## src/rtl/dmem_ctrl.sv

```systemverilog
// dmem_ctrl: RV32I data-memory controller with an embedded word array.
// Handles byte/half/word stores and loads selected by funct3, with sign or
// zero extension on loads. A req/ready handshake with WAIT_STATES extra cycles
// lets the core stall. Misaligned, unsupported or out-of-range accesses get an
// error response.
//
// Ports:
//   clk     system clock
//   reset   asynchronous active-low reset
//   req     access request, sampled only while idle
//   we      1 = store, 0 = load
//   funct3  RV32I width/sign code
//   addr    byte address
//   wData   store data, LSB-aligned
//   rData   registered load result (0 for stores and errors)
//   ready   one-cycle response strobe
//   err     access rejected (only meaningful with ready)
//   busy    high whenever an access is in flight
module dmem_ctrl #(
    parameter int unsigned ADDR_W      = 32,
    parameter int unsigned DEPTH_WORDS = 64,
    parameter int unsigned WAIT_STATES = 0
) (
    input  logic              clk,
    input  logic              reset,
    input  logic              req,
    input  logic              we,
    input  logic [2:0]        funct3,
    input  logic [ADDR_W-1:0] addr,
    input  logic [31:0]       wData,
    output logic [31:0]       rData,
    output logic              ready,
    output logic              err,
    output logic              busy
);

    localparam int unsigned IDX_W = (DEPTH_WORDS > 1) ? $clog2(DEPTH_WORDS) : 1;
    localparam int unsigned CNT_W = 4;
    localparam int unsigned WORD_IDX_W = ADDR_W - 2;
    localparam logic [CNT_W-1:0] LAST_WAIT =
        CNT_W'((WAIT_STATES > 0) ? (WAIT_STATES - 1) : 0);

    typedef enum logic [1:0] {
        IDLE = 2'd0,
        BUSY = 2'd1,
        RESP = 2'd2
    } state_t;

    state_t            state;
    logic [CNT_W-1:0]  waitCnt;

    // Access captured at acceptance
    logic              weQ;
    logic [2:0]        funct3Q;
    logic [ADDR_W-1:0] addrQ;
    logic [31:0]       wDataQ;

    // Access currently being decided: live inputs in IDLE, captured copy after
    logic              accWe;
    logic [2:0]        accF3;
    logic [ADDR_W-1:0] accAddr;
    logic [31:0]       accWData;

    logic [WORD_IDX_W-1:0] wordIdx;
    logic [1:0]            lane;
    logic [IDX_W-1:0]      memIdx;

    logic        accErr;
    logic        enterResp;
    logic        commit;
    logic [3:0]  byteEn;
    logic [31:0] storeWord;
    logic [31:0] rawWord;
    logic [7:0]  loadByte;
    logic [15:0] loadHalf;
    logic [31:0] loadData;

    logic [31:0] mem [DEPTH_WORDS];

    // Select which access the decode logic looks at
    always_comb begin
        accWe    = weQ;
        accF3    = funct3Q;
        accAddr  = addrQ;
        accWData = wDataQ;
        if (state == IDLE) begin
            accWe    = we;
            accF3    = funct3;
            accAddr  = addr;
            accWData = wData;
        end
    end

    assign wordIdx = accAddr[ADDR_W-1:2];
    assign lane    = accAddr[1:0];
    assign memIdx  = IDX_W'(wordIdx);

    // Error decode: bad code, misalignment, or word beyond the array
    always_comb begin
        logic badF3;
        logic halfMis;
        logic wordMis;
        logic outOfRange;
        badF3      = (accF3 == 3'b011) || (accF3[2:1] == 2'b11) || (accWe && accF3[2]);
        halfMis    = (accF3[1:0] == 2'b01) && lane[0];
        wordMis    = (accF3[1:0] == 2'b10) && (lane != 2'b00);
        outOfRange = 64'(wordIdx) >= 64'(DEPTH_WORDS);
        accErr     = badF3 || halfMis || wordMis || outOfRange;
    end

    // Byte enables and lane-positioned store data
    always_comb begin
        byteEn    = 4'hF;
        storeWord = accWData;
        case (accF3[1:0])
            2'b00: begin
                byteEn    = 4'(4'b0001 << lane);
                storeWord = 32'(accWData << {lane, 3'b000});
            end
            2'b01: begin
                byteEn    = 4'(4'b0011 << {lane[1], 1'b0});
                storeWord = 32'(accWData << {lane[1], 4'b0000});
            end
            default: begin
                byteEn    = 4'hF;
                storeWord = accWData;
            end
        endcase
    end

    // Load extraction and extension (little-endian lanes)
    always_comb begin
        rawWord  = mem[memIdx];
        loadByte = 8'(rawWord >> {lane, 3'b000});
        loadHalf = 16'(rawWord >> {lane[1], 4'b0000});
        case (accF3)
            3'b000:  loadData = {{24{loadByte[7]}}, loadByte};
            3'b100:  loadData = {24'd0, loadByte};
            3'b001:  loadData = {{16{loadHalf[15]}}, loadHalf};
            3'b101:  loadData = {16'd0, loadHalf};
            default: loadData = rawWord;
        endcase
    end

    // The edge that moves the FSM into RESP is the one that commits the access
    always_comb begin
        enterResp = 1'b0;
        case (state)
            IDLE:    enterResp = req && ((WAIT_STATES == 0) || accErr);
            BUSY:    enterResp = (waitCnt == LAST_WAIT);
            default: enterResp = 1'b0;
        endcase
    end

    assign commit = enterResp && accWe && !accErr;

    // Array write port; contents survive reset
    always_ff @(posedge clk) begin
        if (commit) begin
            for (int b = 0; b < 4; b++) begin
                if (byteEn[b]) begin
                    mem[memIdx][8*b +: 8] <= storeWord[8*b +: 8];
                end
            end
        end
    end

    // Control FSM with registered outputs
    always_ff @(posedge clk or negedge reset) begin
        if (!reset) begin
            state   <= IDLE;
            waitCnt <= '0;
            weQ     <= 1'b0;
            funct3Q <= '0;
            addrQ   <= '0;
            wDataQ  <= '0;
            rData   <= '0;
            ready   <= 1'b0;
            err     <= 1'b0;
            busy    <= 1'b0;
        end else begin
            ready <= 1'b0;
            err   <= 1'b0;
            case (state)
                IDLE: begin
                    if (req) begin
                        weQ     <= we;
                        funct3Q <= funct3;
                        addrQ   <= addr;
                        wDataQ  <= wData;
                        busy    <= 1'b1;
                        waitCnt <= '0;
                        if (enterResp) begin
                            state <= RESP;
                            ready <= 1'b1;
                            err   <= accErr;
                            rData <= (accErr || accWe) ? 32'd0 : loadData;
                        end else begin
                            state <= BUSY;
                        end
                    end
                end
                BUSY: begin
                    if (enterResp) begin
                        state   <= RESP;
                        ready   <= 1'b1;
                        waitCnt <= '0;
                        rData   <= accWe ? 32'd0 : loadData;
                    end else begin
                        waitCnt <= waitCnt + CNT_W'(1);
                    end
                end
                RESP: begin
                    state <= IDLE;
                    busy  <= 1'b0;
                end
                default: begin
                    state <= IDLE;
                    busy  <= 1'b0;
                end
            endcase
        end
    end

endmodule

```

## config.mk

```make
export PLATFORM = sky130hd
export DESIGN_NAME = dmem_ctrl
export DESIGN_NICKNAME = d
export VERILOG_FILES = /design/src/rtl/dmem_ctrl.sv
export SDC_FILE = /design/constraint.sdc
export NUM_CORES = 2
export LEC_CHECK = 0
export ABC_AREA = 1
export CAP_MARGIN = 40
export CORE_MARGIN = 10
export CORE_UTILIZATION = 45
export CTS_CLUSTER_DIAMETER = 30
export DETAILED_ROUTE_END_ITERATION = 8
export DONT_BUFFER_PORTS = 1
export PLACE_DENSITY_LB_ADDON = 0.08
export SYNTH_ARGS = -nofsm -noshare
export SYNTH_HDL_FRONTEND = slang
export SYNTH_SLANG_ARGS = --single-unit
```

## constraint.sdc

```tcl
create_clock -name clk -period 10.7 [get_ports clk]
set_input_delay 2.14 -clock clk [delete_from_list [all_inputs] [get_ports clk]]
set_output_delay 2.14 -clock clk [all_outputs]
set_load 0.1 [all_outputs]
```

==> flow_summary.toml <==
[pwr]
leakage_uw = 0.0382
ir_drop_uv = 163
p_total_uw = 26600
powerDensity_nw_per_um2 = 251

[die]
die_x_um = 454
core.rowCount = 159
core_um2 = 187000
die_y_um = 454
dieArea_um2 = 206000
start_util_pct = 45.2
ioPinCount = 106

[min_path]
worst_hold_path_type = "reg -> reg"
hp-start = "wDataQ[13]"
hold_end = "wDataQ[13]"
holdPathStages = 2

[yosys]
ys_seq_elements = 2157
synth-compound-area-share_pct = 5.95
synth_area_per_cell_um2 = 12.5
synth_cell_types = 41
yosys.area_share.simple_pct = 15.4
syn_nets = 6871
synth_adder_area_share_pct = 0.0296
synth_edf_count = 2048
async_reset_ff_share_pct = 5.05
synthCells = 6798
yosysTopAreaCell = "edfxtp_1"
yosysSeqAreaShare_pct = 75.9
synth_ff_type = "edfxtp_1"
synth-xor-area-share_pct = 0.0207
syn-cell-area_um2 = 84700
yosysWarnings = 0
synth.area.mux_share_pct = 0.120
synth_top_family_by_area = "simple AND/OR/NAND/NOR gates"
synthTopCellsByArea = "edfxtp_1 73%, nor2_1 7.7%, nand2_1 5.3%"
yosys.area.top_type_share_pct = 72.6

[global_route]
grtUsageMet2_pct = 45.0
top_usage_layer = "met2"
overflow = 0
grt_max_degree = 117
grt_first_pass_wirelength_mm = 421
grt_use_met3_pct = 6.54
grt_usage_pct = 28.4
grt_pass1_vias = 57200
grtUsageMet1_pct = 36.8
antenna_found_initial = 11

[critical_path]
r2r_cells = 21
crit_path_start_kind = "flip-flop"
worst-r2r-setup-slack_ns = 4.34
crit_fanout = 92
cp_data_required_time_ns = 11.58
endpoint_kind = "flip-flop"
r2r_start = "state[1]"
crit_arrival_ns = 7.24
timing.rr.end = "rData[4]"
crit_type = "reg -> reg"

[place]
dp_hpwl_mm = 176
port_buffers = 0
routabilityCongestion = 0.887

[clock_network]
cts_root_buffer = "clkbuf_16"
cts_buffers = 459
tritoncts = "done"
clkTransAtPathRegs_ns = 0.05
holdBufCountCts = 0
htree_levels = 5
clkLatencyLatePin_ns = 1.00
post-cts-setup-buffers = 0
cts_max_path_buffers = 4
clock-sinks = 2157
cts_resized = 0

[final_layout]
nets = 7285
nFillCells = 15500
drive_above_1_share_pct = 15.2
regArea_um2 = 64200
multiInputGateArea_um2 = 18700
synthToLayoutAreaGrowth_pct = 25.1

[sta]
hold_ws_ns = 0.474
tightest_slew_ns = 1.03
finalSetupViolations = 0
timing.final.crit_share_pct = 59.4
rsz0062_at_grt = "false"
fmax_mhz = 157
finalSetupTns_ns = 0
post-route-min-period_ns = 6.36
slew_headroom_pct = 30.8
finalMaxSlewViolations = 0
finClkSkew_ns = 0.0567
hold_viol = 0

[status]
status = "completed"

[job]
drv_cap = 0

[detailed_routing]
drt_pass1_iterations = 7
wl_mm = 297
dr_total_vias = 57600
drt-initial-drc-count = 6663
antenna_left = 0
viasPerCell = 5.70
route.detailed.drc = 0
wire_per_inst_um = 29.4
[cell usage after synthesis, types with 2 or more instances]
| master | number |
|---|---|
| o211ai_2 | 2 |
| nor2_2 | 4 |
| ha_1 | 2 |
| a21oi_1 | 60 |
| nor2_4 | 3 |
| nor2_1 | 1733 |
| o22ai_1 | 343 |
| o21ai_0 | 310 |
| buf_2 | 216 |
| buf_1 | 22 |
| clkinv_1 | 2 |
| inv_1 | 145 |
| buf_4 | 8 |
| dfrtp_1 | 109 |
| nand3_1 | 179 |
| nor4_1 | 6 |
| nand4_1 | 119 |
| or2_2 | 6 |
| o211ai_1 | 13 |
| o21ai_2 | 5 |
| nand2_1 | 1197 |
| nand3b_1 | 10 |
| and3_1 | 2 |
| o21ai_1 | 6 |
| nand3_2 | 3 |
| edfxtp_1 | 2048 |
| mux2_2 | 9 |
| clkbuf_1 | 107 |
| o22a_1 | 82 |
| nor3_1 | 22 |
| a221oi_1 | 8 |
| nand2_2 | 6 |
| o21a_1 | 2 |
| inv_2 | 2 |
[area by class of cell]
cell class              instances  area share [%]
diodes                         17          0.0402
flip-flops and latches       2157            60.6
well taps                    2495            2.95
clock buffers                 508            11.3
multi-input cells            4138            17.7
inverters                     149           0.528
repair buffers                307            3.07
clock inverters               330            3.81
[flip-flops by register name (all words and copies together), names as in the netlist]
register	cells
addrQ	32
wDataQ	32
mem	2048
waitCnt	4
funct3Q	3
err	1
rData	32
busy	1
weQ	1
ready	1
state	2
[cell families after synthesis]
group / count (synthesis)
adders and majority gates: 2
buffers and inverters: 503
AOI/OAI and AO/OA: 833
and+or+nand+nor: 3292
muxes: 9
DFF: 2157
xor gates and xnor gates: 2
[per-layer routing]
metal	wire length (um)	vias to the layer above	part of all wire, %
li1	-	25100	-
met1	117000	29000	39
met2	139000	2806	47
met3	24900	668	8.4
met4	15800	6	5.3
met5	119	-	0.040
[how the worst max path moves through the flow]
stage                       endpoint     start  slack [ns]  cells past startpoint
after global routing        rData[4]  state[1]        4.05                     21
after detailed placement    rData[0]   addr[3]        3.84                     16
final                       rData[4]  state[1]        4.34                     21
after CTS                   rData[4]  state[1]        4.31                     21
after floorplan           mem[0][30]   addr[1]        3.79                     10
after global placement      rData[0]   addr[3]        3.75                     16
[through the flow]
step / cells / cell area (um2) / util [%] / setup WS [ns]
after floorplan: 6798 / 84700 / - / 3.79
after global placement: 9046 / 87500 / 46.7 / 3.75
after detailed placement: 9242 / 89800 / 47.9 / 3.84
after CTS: 10100 / 106000 / 56.5 / 4.31
after global routing: 10100 / 106000 / 56.5 / 4.05
final: 10100 / 106000 / 56.5 / 4.34
[placed cells by master (no fill, tap or decap), drive strengths merged]
master / netlist / routed
nand2: 1204 / 1204
a21oi: 60 / 60
nor4: 6 / 6
bufinv: 0 / 81
a211oi: 1 / 1
nor3: 22 / 22
clkinvlp: 0 / 57
ha: 2 / 2
nand4: 119 / 119
a221oi: 8 / 8
xor2: 1 / 1
o21a: 2 / 2
nor2: 1740 / 1740
buf: 247 / 307
o22a: 82 / 82
o22ai: 343 / 343
and3: 2 / 2
clkinv: 2 / 165
inv: 147 / 176
nand3: 183 / 183
diode: 0 / 17
o211ai: 15 / 15
o21ai: 321 / 321
mux2: 9 / 9
xnor2: 1 / 1
dfrtp: 109 / 109
o2111ai: 1 / 1
nand3b: 10 / 10
edfxtp: 2048 / 2048
clkbuf: 107 / 508
or2: 6 / 6
[power breakdown]
group	internal (uW)	switching (uW)	leakage [uW]
sequential	9680	21.6	0.0198
combinational	454	1830	0.0106
clock	9950	4640	0.00769
[critical path, cell delays in order, from the launching register on]
cell,delay [ns]
dfrtp_1,0.43
nor2_4,0.55
buf_4,0.64
nand2_1,0.19
nand2_4,0.41
nor2_4,0.27
buf_4,0.29
nand2_4,0.34
buf_12,0.57
buf_4,0.57
o22ai_1,0.14
nor2_1,0.23
nand2_1,0.09
nand2_1,0.14
nand2_1,0.10
nor2_1,0.55
nand2_1,0.23
nand2_1,0.12
nand3_1,0.09
nand2_1,0.06
nand2_1,0.07
nand2_1,0.07
Note: power is estimated with default switching activity, not from simulation.
